`config.mk`:
```
export PLATFORM = sky130hd
export DESIGN_NAME = monolith_axis_ip_slave_sif
export DESIGN_NICKNAME = d
export VERILOG_FILES = /design/src/rtl/monolith_axis_ip_slave_sif.sv
export SDC_FILE = /design/constraint.sdc
export NUM_CORES = 1
export LEC_CHECK = 0
export BUFFER_PORTS_ARGS = -buffer_cell sky130_fd_sc_hd__clkbuf_2
export CORE_UTILIZATION = 37
export CTS_CLUSTER_DIAMETER = 100
export DETAILED_ROUTE_END_ITERATION = 7
export PLACE_DENSITY = 0.67
export SLEW_MARGIN = 40
export SYNTH_ARGS = -nofsm -noshare
export SYNTH_HDL_FRONTEND = slang
export SYNTH_SLANG_ARGS = --single-unit
```
`constraint.sdc`:
```
create_clock -name S_AXIS_ACLK -period 4.6 [get_ports S_AXIS_ACLK]
set_clock_uncertainty 0.05 [all_clocks]
set_input_delay 0.23 -clock S_AXIS_ACLK [delete_from_list [all_inputs] [get_ports S_AXIS_ACLK]]
set_output_delay 0.23 -clock S_AXIS_ACLK [all_outputs]
set_load 0.1 [all_outputs]
```
`src/rtl/monolith_axis_ip_slave_sif.sv`:
```
// AXI4-Stream slave that packs incoming beats into fixed-size chunks and
// queues them in a small ring of chunk slots for a parallel-read consumer.
module monolith_axis_ip_slave_sif #(
  parameter int FIFO_CHUNK_SIZE      = 16,
  parameter int FIFO_CHUNK_COUNT     = 2,
  parameter int C_S_AXIS_TDATA_WIDTH = 32
) (
  input  logic                              S_AXIS_ACLK,
  input  logic                              S_AXIS_ARESETN,
  input  logic                              S_AXIS_TVALID,
  input  logic [C_S_AXIS_TDATA_WIDTH-1:0]   S_AXIS_TDATA,
  input  logic [C_S_AXIS_TDATA_WIDTH/8-1:0] S_AXIS_TSTRB,
  input  logic                              S_AXIS_TLAST,
  output logic                              S_AXIS_TREADY,
  output logic [C_S_AXIS_TDATA_WIDTH-1:0]   fifo_out [0:FIFO_CHUNK_SIZE-1],
  output logic [$clog2(FIFO_CHUNK_SIZE):0]  chunk_words,
  output logic                              chunk_first,
  output logic                              chunk_last,
  output logic                              fifo_empty,
  output logic                              fifo_full,
  input  logic                              fifo_read_strobe
);

  localparam int WIDX = (FIFO_CHUNK_SIZE > 1) ? $clog2(FIFO_CHUNK_SIZE) : 1;
  localparam int PW   = $clog2(FIFO_CHUNK_COUNT);
  localparam int OW   = PW + 1;
  localparam int CW   = $clog2(FIFO_CHUNK_SIZE) + 1;

  typedef enum logic {IDLE, IN_PACKET} state_t;

  state_t            state;
  logic [PW-1:0]     wr_ptr;
  logic [PW-1:0]     rd_ptr;
  logic [OW-1:0]     occupancy;
  logic [WIDX-1:0]   word_cnt;
  logic              open_first;

  logic [C_S_AXIS_TDATA_WIDTH-1:0] mem [FIFO_CHUNK_COUNT][FIFO_CHUNK_SIZE];
  logic [CW-1:0]     meta_words [FIFO_CHUNK_COUNT];
  logic              meta_first [FIFO_CHUNK_COUNT];
  logic              meta_last  [FIFO_CHUNK_COUNT];

  logic accept;
  logic chunk_end;
  logic pop;
  logic beat_first;

  // Byte strobes carry no information here; every byte is payload.
  logic unused_tstrb;
  assign unused_tstrb = ^S_AXIS_TSTRB;

  assign fifo_empty    = (occupancy == '0);
  assign fifo_full     = (occupancy == OW'(FIFO_CHUNK_COUNT));
  assign S_AXIS_TREADY = S_AXIS_ARESETN & ~fifo_full;

  assign accept     = S_AXIS_TVALID & S_AXIS_TREADY;
  assign chunk_end  = accept & (S_AXIS_TLAST | (word_cnt == WIDX'(FIFO_CHUNK_SIZE - 1)));
  assign pop        = fifo_read_strobe & ~fifo_empty;
  // A chunk opens a packet only if its very first beat arrived with no packet open.
  assign beat_first = (word_cnt == '0) ? (state == IDLE) : open_first;

  // NOTE: payload storage has no reset; stale words are hidden by the output
  // masking below, so only pointers and metadata need a defined reset value.
  always_ff @(posedge S_AXIS_ACLK) begin
    if (accept) mem[wr_ptr][word_cnt] <= S_AXIS_TDATA;
  end

  // NOTE: all clocked state uses non-blocking assignments so every register
  // samples pre-edge values regardless of statement order.
  always_ff @(posedge S_AXIS_ACLK or negedge S_AXIS_ARESETN) begin
    if (!S_AXIS_ARESETN) begin
      state      <= IDLE;
      wr_ptr     <= '0;
      rd_ptr     <= '0;
      occupancy  <= '0;
      word_cnt   <= '0;
      open_first <= 1'b0;
      for (int s = 0; s < FIFO_CHUNK_COUNT; s++) begin
        meta_words[s] <= '0;
        meta_first[s] <= 1'b0;
        meta_last[s]  <= 1'b0;
      end
    end else begin
      if (accept) begin
        word_cnt <= chunk_end ? '0 : word_cnt + WIDX'(1);
        if (word_cnt == '0) open_first <= (state == IDLE);
        case (state)
          IDLE:      if (!S_AXIS_TLAST) state <= IN_PACKET;
          IN_PACKET: if (S_AXIS_TLAST)  state <= IDLE;
          default:   state <= IDLE;
        endcase
      end
      if (chunk_end) begin
        meta_words[wr_ptr] <= CW'(word_cnt) + CW'(1);
        meta_first[wr_ptr] <= beat_first;
        meta_last[wr_ptr]  <= S_AXIS_TLAST;
        wr_ptr             <= wr_ptr + PW'(1);
      end
      if (pop) rd_ptr <= rd_ptr + PW'(1);
      occupancy <= occupancy + OW'(chunk_end) - OW'(pop);
    end
  end

  // NOTE: every output gets a default first so this block can never infer a latch.
  always_comb begin
    chunk_words = '0;
    chunk_first = 1'b0;
    chunk_last  = 1'b0;
    for (int i = 0; i < FIFO_CHUNK_SIZE; i++) fifo_out[i] = '0;
    if (!fifo_empty) begin
      chunk_words = meta_words[rd_ptr];
      chunk_first = meta_first[rd_ptr];
      chunk_last  = meta_last[rd_ptr];
      for (int i = 0; i < FIFO_CHUNK_SIZE; i++) begin
        if (CW'(i) < meta_words[rd_ptr]) fifo_out[i] = mem[rd_ptr][i];
      end
    end
  end

endmodule

```
# Yosys cells after proc, flatten, opt, wreduce, memory -nomap -nowiden
# Memory sizes are Yosys's and may differ from the RTL's.
# Cells that the tools add are included.
[op_classes]
reduce_logical = 4
eq_ne = 2
bitwise_logic = 11
muxes = 43
addsub = 6
magnitude_cmp = 21
[op_table]
columns = ["op", "n"]
rows = [
  ["$mux W512", 2],
  ["$mux W32", 17],
  ["$demux W32 S4", 1],
  ["$lt A4 B5 Y1 const A", 8],
  ["$mux W5", 5],
  ["$lt A3 B5 Y1 const A", 4],
  ["$mux W1", 12],
  ["$bwmux W10", 1],
  ["$lt A1 B5 Y1 const A", 2],
  ["$lt A2 B5 Y1 const A", 2],
  ["$add A4 B1 Y5 const B", 1],
  ["$demux W5 S1", 1],
  ["$ge A5 B5 Y1 const B", 1],
  ["$lt A5 B1 Y1 const B", 1],
  ["$not A4 Y5", 1],
  ["$add A4 B1 Y4 const B", 1],
  ["$and A1 B1 Y1", 4],
  ["$bwmux W2", 2],
  ["$eq A4 B4 Y1 const B", 1],
  ["$ge A2 B2 Y1 const B", 2],
  ["$logic_not A4 Y1", 1],
  ["$mux W4", 1],
  ["$not A1 Y2", 2],
  ["$not A1 Y1", 3],
  ["other kinds (9)", 11],
]
[word_totals]
memories = 1
ram_bits = 1024
elab_cells = 100
inputBits = 41
reg_bits = 24
out_inout_bits = 522
[mem_list]
columns = ["memory", "depth", "width", "rd", "rd_clocked_by_memory_dff", "write_ports", "line", "rtl"]
rows = [
  ["mem", 2, 512, 1, 0, 1, "38", "logic [C_S_AXIS_TDATA_WIDTH-1:0] mem [FIFO_CHUNK_COUNT][FIFO_CHUNK_SIZE];"],
]

# Longest topological paths before layout
# Gate-level depths: netlist of the first run.
[depth]
word_depth = 7
ltp_mapped = 9
depth_no_buf = 6

# Least setup slack after synthesis of the first run
# No wires, ideal clock.
[synth_path]
kind = "register to output"
from = "register occupancy[0]"
to = "output port fifo_out[290] in the netlist's numbering"
t_arrival_ps = 4057
stages_incl_launch_ff = 8
required_ps = 4320
slack_ps = 263
path_buffers = 2
cell_sequence = "dfrtp_1 -> or2_1 -> buf_4 -> inv_4 -> nor2_1 -> a21oi_1 -> buf_2 -> nor2_1"
[synth_rtl]
columns = ["element", "line", "rtl"]
rows = [
  ["from (decl)", "34", "logic [OW-1:0] occupancy;"],
  ["from (signal assigned)", "100", "occupancy <= occupancy + OW'(chunk_end) - OW'(pop);"],
  ["to (decl)", "15", "output logic [C_S_AXIS_TDATA_WIDTH-1:0] fifo_out [0:FIFO_CHUNK_SIZE-1],"],
]

==> metrics.txt, run 1 <==
share of post-route cells with drive strength above 1=28.6%; Vias=22,718; GRT Util Overall=20.5%; critical path startpoint category=flop; fill cell count=9,203; htree depth=3; PortBufs=558; total design power=34,900 uW; Clk pin slew, worst setup/hold paths=60 ps; Post-CTS Hold Buffers=3; endpoints failing setup=0; Residual DRC=0; Final Hold Viols=0; GP Congestion=0.819; Routed Antenna Nets=0; setup bufs post-CTS=0; Max Slew Vio Count=0; post-synth cell types=40; fin nets=3,050; power density cells=700 nW/um2; synth warn=0; Syn Std Cell Area=40,100 um2; Core Util, Final=46.4%; CTS Sinks=1,048; Synth-to-Final Area Change=24.2%; dpl hpwl=68,200 um; die span in y=331 um; actual slew at the worst max-slew pin=889 ps; Worst R2R Start=occupancy[1]; grt total ovfl=0; largest net degree at the start of global routing=115; Hold Crit Start=S_AXIS_TDATA[13]; hold path depth=2; first-pass GRT wire length=156,000 um; period utilization=88.9%; fin cells=4,502; Hold EP=mem[0][237]; clock tree from TritonCTS=done; Initial Util=37.4%; endpoint class of the critical path=primary output; first drt pass iteration count=6; via/cell ratio=5.05; r2r worst-path depth=5; Slew HR=40.8%; number of max-cap violations=0; WP data required=4320 ps; R2R Path End=mem[1][424]; Placed Area=46,200 um2; DRT Wirelength=116,000 um; IO Count=563; status=completed; Die X=331 um; setup TNS=0 ps; crit path max fanout=109; CTS Buf Count=110; Tmin final=4090 ps; Register Area=31,400 um2; reg-to-reg slack, setup=1640 ps; Post-synth EDFFs=1,024; Multi-input gate area=8380 um2; Static Leak=0.0188 uW; Post-Layout Inst Area=49,800 um2; Seq/Total Area, Yosys=78.2%; post-synthesis async set-or-reset flop share=2.29%; Synth Instances=2,356; core footprint=107,000 um2; Fmax=245 MHz; worst hold path type=in -> reg; main flop type after synthesis=edfxtp_1; clock latency at the later pin of the worst-skew pair=690 ps; Avg Inst Size Synth=17.0 um2; Resized Gates After CTS=0; wire per inst=25.8 um; most frequent cells in the layout=1,024 x edfxtp_1, 522 x mux2i_1, 517 x nor2_1; Starting DRT DRC Count=2,008; dpl cells=4,291; syn_nets=2,402; clock root buffer=clkbuf_16; vias in the first global route=21,647; initial antenna violation count=9; Arr. time, crit path=3810 ps; Die ar.=110,000 um2; commonest non-fill, non-tap cell in the layout=edfxtp_1; num rows=120; RSZ-0062 raised after global routing=false; VDD IR max=1.00 mV; Crit Path Category=reg -> out; #FFs+latches synth=1,048; clk buf depth=3
critical path: stages, from the launching register on:
cell and delay (ps):
dfrtp_4 600, buf_4 720, buf_12 630, mux2i_1 160, nor2_1 250, clkbuf_2 520
report_power, final:
part / leakage [uW] / switching (uW) / total [uW] / internal (uW)
Combinational: 0.00758 / 12500 / 15300 / 2850
Sequential: 0.00950 / 163 / 10900 / 10700
Clock: 0.00171 / 3710 / 8650 / 4940
worst max path at each step:
stage	start	endpoint	slack [ps]	depth (start not counted)
after floorplan	occupancy[0]	fifo_out[290]	260	7
after global placement	rd_ptr	fifo_out[474]	1300	5
after detailed placement	occupancy[1]	mem[1][416]	1260	5
after CTS	rd_ptr	fifo_out[474]	530	5
after global routing	rd_ptr	fifo_out[101]	380	5
final	rd_ptr	fifo_out[405]	510	5
per-layer routing:
| metal | share of wire, % | vias up | global-route usage, % | wire length, um |
|---|---|---|---|---|
| met4 | 4.0 | 4 | 8.97 | 4680 |
| li1 | - | 10080 | - | - |
| met5 | 0.025 | - | 0 | 29 |
| met1 | 39 | 11543 | 25.4 | 45300 |
| met3 | 7.7 | 207 | 5.17 | 8990 |
| met2 | 49 | 884 | 33.9 | 57200 |
area by class of cell:
| class | count | share of cell area, % |
|---|---|---|
| sequential | 1048 | 63.0 |
| multi-input combinational | 1185 | 16.8 |
| timing repair buffer | 652 | 9.53 |
| clock buffer | 124 | 5.68 |
| tap | 1403 | 3.53 |
| clock inverter | 77 | 1.39 |
| inverter | 7 | 0.0628 |
| antenna | 6 | 0.0302 |
kinds of logic after synthesis:
logic type | count (synthesis) | share of synthesized area [%]
fa+ha+maj | 5 | 0.156
compound gates | 31 | 0.549
flops | 1048 | 78.2
xor+xnor | 6 | 0.131
buf+inv | 123 | 1.63
mux | 529 | 13.3
simple gates | 614 | 6.07
synth_stat cells (3+ instances only):
library cell  count  area (um2)
buf_1             5        18.8
o31ai_1           3        22.5
inv_1             5        18.8
xnor2_1           6        52.6
mux2i_1         522        5230
nand3b_1          5        37.5
nor2b_1           3        18.8
mux2_4            3        45.0
o21ai_0           8        40.0
o21ai_1           6        30.0
a21oi_1           5        25.0
nor2_1          546        2050
nor2_2            9        56.3
dfrtp_1          24         601
buf_6             6        67.6
nor3_1            8        40.0
nand3_1          10        50.1
buf_2            90         450
buf_4             8        60.1
edfxtp_1       1024       30700
ha_1              5        62.6
mux2_2            4        45.0
clkbuf_1          7        26.3
nand2_1          24        90.1
sequential cells by signal, indices dropped and copies added (netlist names):
register	count
rd_ptr	1
occupancy	2
meta_first	2
mem	1024
meta_last	2
open_first	1
wr_ptr	1
state	1
meta_words	10
word_cnt	4
metrics by stage:
stage / hold slack [ps] / setup WS, ps
floorplan: -116 / 263
CTS: 34.0 / 530
global placement: 265 / 1300
finish: 88.2 / 513
global route: 95.0 / 380
detailed placement: 266 / 1260
Note: power is estimated with default switching activity, not from simulation.
==> run 2, diff against run 1 <==
--- a/config.mk
+++ b/config.mk
@@ -10,6 +10,7 @@
 export CTS_CLUSTER_DIAMETER = 100
 export DETAILED_ROUTE_END_ITERATION = 7
 export PLACE_DENSITY = 0.67
+export RECOVER_POWER = 100
 export SLEW_MARGIN = 40
 export SYNTH_ARGS = -nofsm -noshare
 export SYNTH_HDL_FRONTEND = slang
==> run 2 against run 1 <==
The flow now finishes with violations (max-capacitance violations, max-slew violations). Utilization decreased by 1.3 points. Worst hold slack improved by 130 ps. Cell count about the same. Setup slack got worse by 170 ps. Combinational power about the same. Clock power about the same. Via count about the same. Flip-flop and latch count unchanged. Critical path depth unchanged. Non-clock buffer count unchanged. Wire length increased by 0.29%. Largest cell class unchanged. Highest routed layer unchanged.
==> metrics.txt, run 2 (synthesized netlist as in run 1, its figures left out) <==
RSZ-0062 raised after global routing=false; htree depth=3 (unchanged); WP data required=4320 ps (about the same); clock latency at the later pin of the worst-skew pair=690 ps (about the same); Residual DRC=0 (unchanged); Final Hold Viols=0 (unchanged); Arr. time, crit path=3980 ps (+170 ps); period utilization=92.5% (+3.7 points); VDD IR max=0.998 mV (-0.57%); clock tree from TritonCTS=done; Largest regs=mem x1024, meta_words x10, word_cnt x4; critical path startpoint category=flop; Die ar.=110,000 um2 (unchanged); Static Leak=0.0181 uW (-3.7%); via/cell ratio=5.05 (about the same); Crit Path Category=reg -> out; most frequent cells in the layout=1,024 x edfxtp_1, 522 x mux2i_1, 520 x nor2_1; grt total ovfl=0 (unchanged); Max Slew Vio Count=1,204 (+1,204); setup TNS=0 ps (unchanged); Starting DRT DRC Count=1,936 (-3.6%); die span in y=331 um (unchanged); first-pass GRT wire length=156,000 um (unchanged); endpoints failing setup=0 (unchanged); share of post-route cells with drive strength above 1=22.0% (-6.5 points); IO Count=563 (unchanged); hold_ws=221 ps (+133 ps); Initial Util=37.4% (unchanged); CTS Sinks=1,048 (unchanged); GRT Util Overall=20.5% (unchanged); setup bufs post-CTS=0 (unchanged); endpoint class of the critical path=primary output; power density cells=715 nW/um2 (+2.2%); fill cell count=9,424 (+2.4%); Synth-to-Final Area Change=20.8%; wire per inst=25.9 um (+0.31%); vias in the first global route=21,647 (unchanged); Routed Antenna Nets=0 (unchanged); largest net degree at the start of global routing=115 (unchanged); DRT Wirelength=117,000 um (+0.29%); crit path max fanout=56 (-49%); Slew HR=-118% (-160 points); first drt pass iteration count=8 (+2); number of max-cap violations=39 (+39); dpl hpwl=68,200 um (unchanged); Vias=22,733 (+0.066%); clock root buffer=clkbuf_16; status=complete, but fails checks; Tmin final=4260 ps (+168 ps); core footprint=107,000 um2 (unchanged); clk buf depth=3 (unchanged); Die X=331 um (unchanged); Clk pin slew, worst setup/hold paths=60 ps (about the same); commonest non-fill, non-tap cell in the layout=edfxtp_1; worst hold path type=in -> reg; initial antenna violation count=9 (unchanged); flip-flop count of the largest register after layout=1,024 (unchanged); GP Congestion=0.819 (unchanged); fin nets=3,050 (unchanged); actual slew at the worst max-slew pin=3270 ps (+2380 ps); failing checks=max-capacitance violations, max-slew violations; num rows=120 (unchanged); CTS Buf Count=110 (unchanged); Fmax=235 MHz (-3.9%); PortBufs=558 (unchanged); largest reg by FF count=mem
run 2: critical path: stages, from the launching register on:
cell	delay, ps
dfrtp_4	600
buf_4	470
clkbuf_4	940
mux2i_1	190
nor2_1	120
clkbuf_1	870
run 2: timing repair:
| action | CTS | global route |
|---|---|---|
| hold endpoints to repair | 36 | 0 |
| gates resized for setup | 0 | 0 |
| endpoints found under the setup margin | 0 | 0 |
| hold buffers | 3 | 0 |
run 2: layout make-up:
type	count	area (um2)	share of cell area, %
multi-input cells	1185	8300	17.1
clock buffers	124	2830	5.84
inverters	7	31.3	0.0646
repair buffers	652	3470	7.16
diodes	5	12.5	0.0258
clock inverters	77	692	1.43
well taps	1403	1760	3.62
flip-flops and latches	1048	31400	64.7
run 2: per-layer routing:
metal | GRT usage [%] | share of wire (%)
met1 | 25.4 | 39
met2 | 33.9 | 49
met3 | 5.17 | 8.1
met4 | 8.97 | 4.3
met5 | 0 | 0.025
run 2: final timing paths:
path / start / to / slack, ps / cells past startpoint
setup / recovery: rd_ptr / fifo_out[508] / 340 / 5
hold / removal: S_AXIS_TVALID / meta_words[7] / 220 / 4
setup reg to reg: occupancy[1] / mem[0][301] / 540 / 6
hold reg to reg: state / open_first / 420 / 1
max in group asynchronous: S_AXIS_ARESETN / rd_ptr / 2730 / 3
min in group asynchronous: S_AXIS_ARESETN / occupancy[0] / 640 / 3
run 2: through the flow:
stage                     util (%)  setup WS [ps]  power [uW]  cell area [um2]  instances
final                         45.2            345       34700            48400       4501
after global routing          45.2            212       35600            48400       4496
after CTS                     46.4            530       35100            49700       4495
after detailed placement      43.1           1260       26500            46200       4291
after global placement        42.8           1300       26300            45900       4279
after floorplan                  -            263       23300            40100       2356
run 2: report_power, final:
part	total [uW]	internal, uW	switching [uW]	leakage (uW)
Combinational	15100	2630	12500	0.00689
Clock	8650	4940	3710	0.00171
Sequential	10900	10700	157	0.00950
Total	34700	18300	16300	0.0181
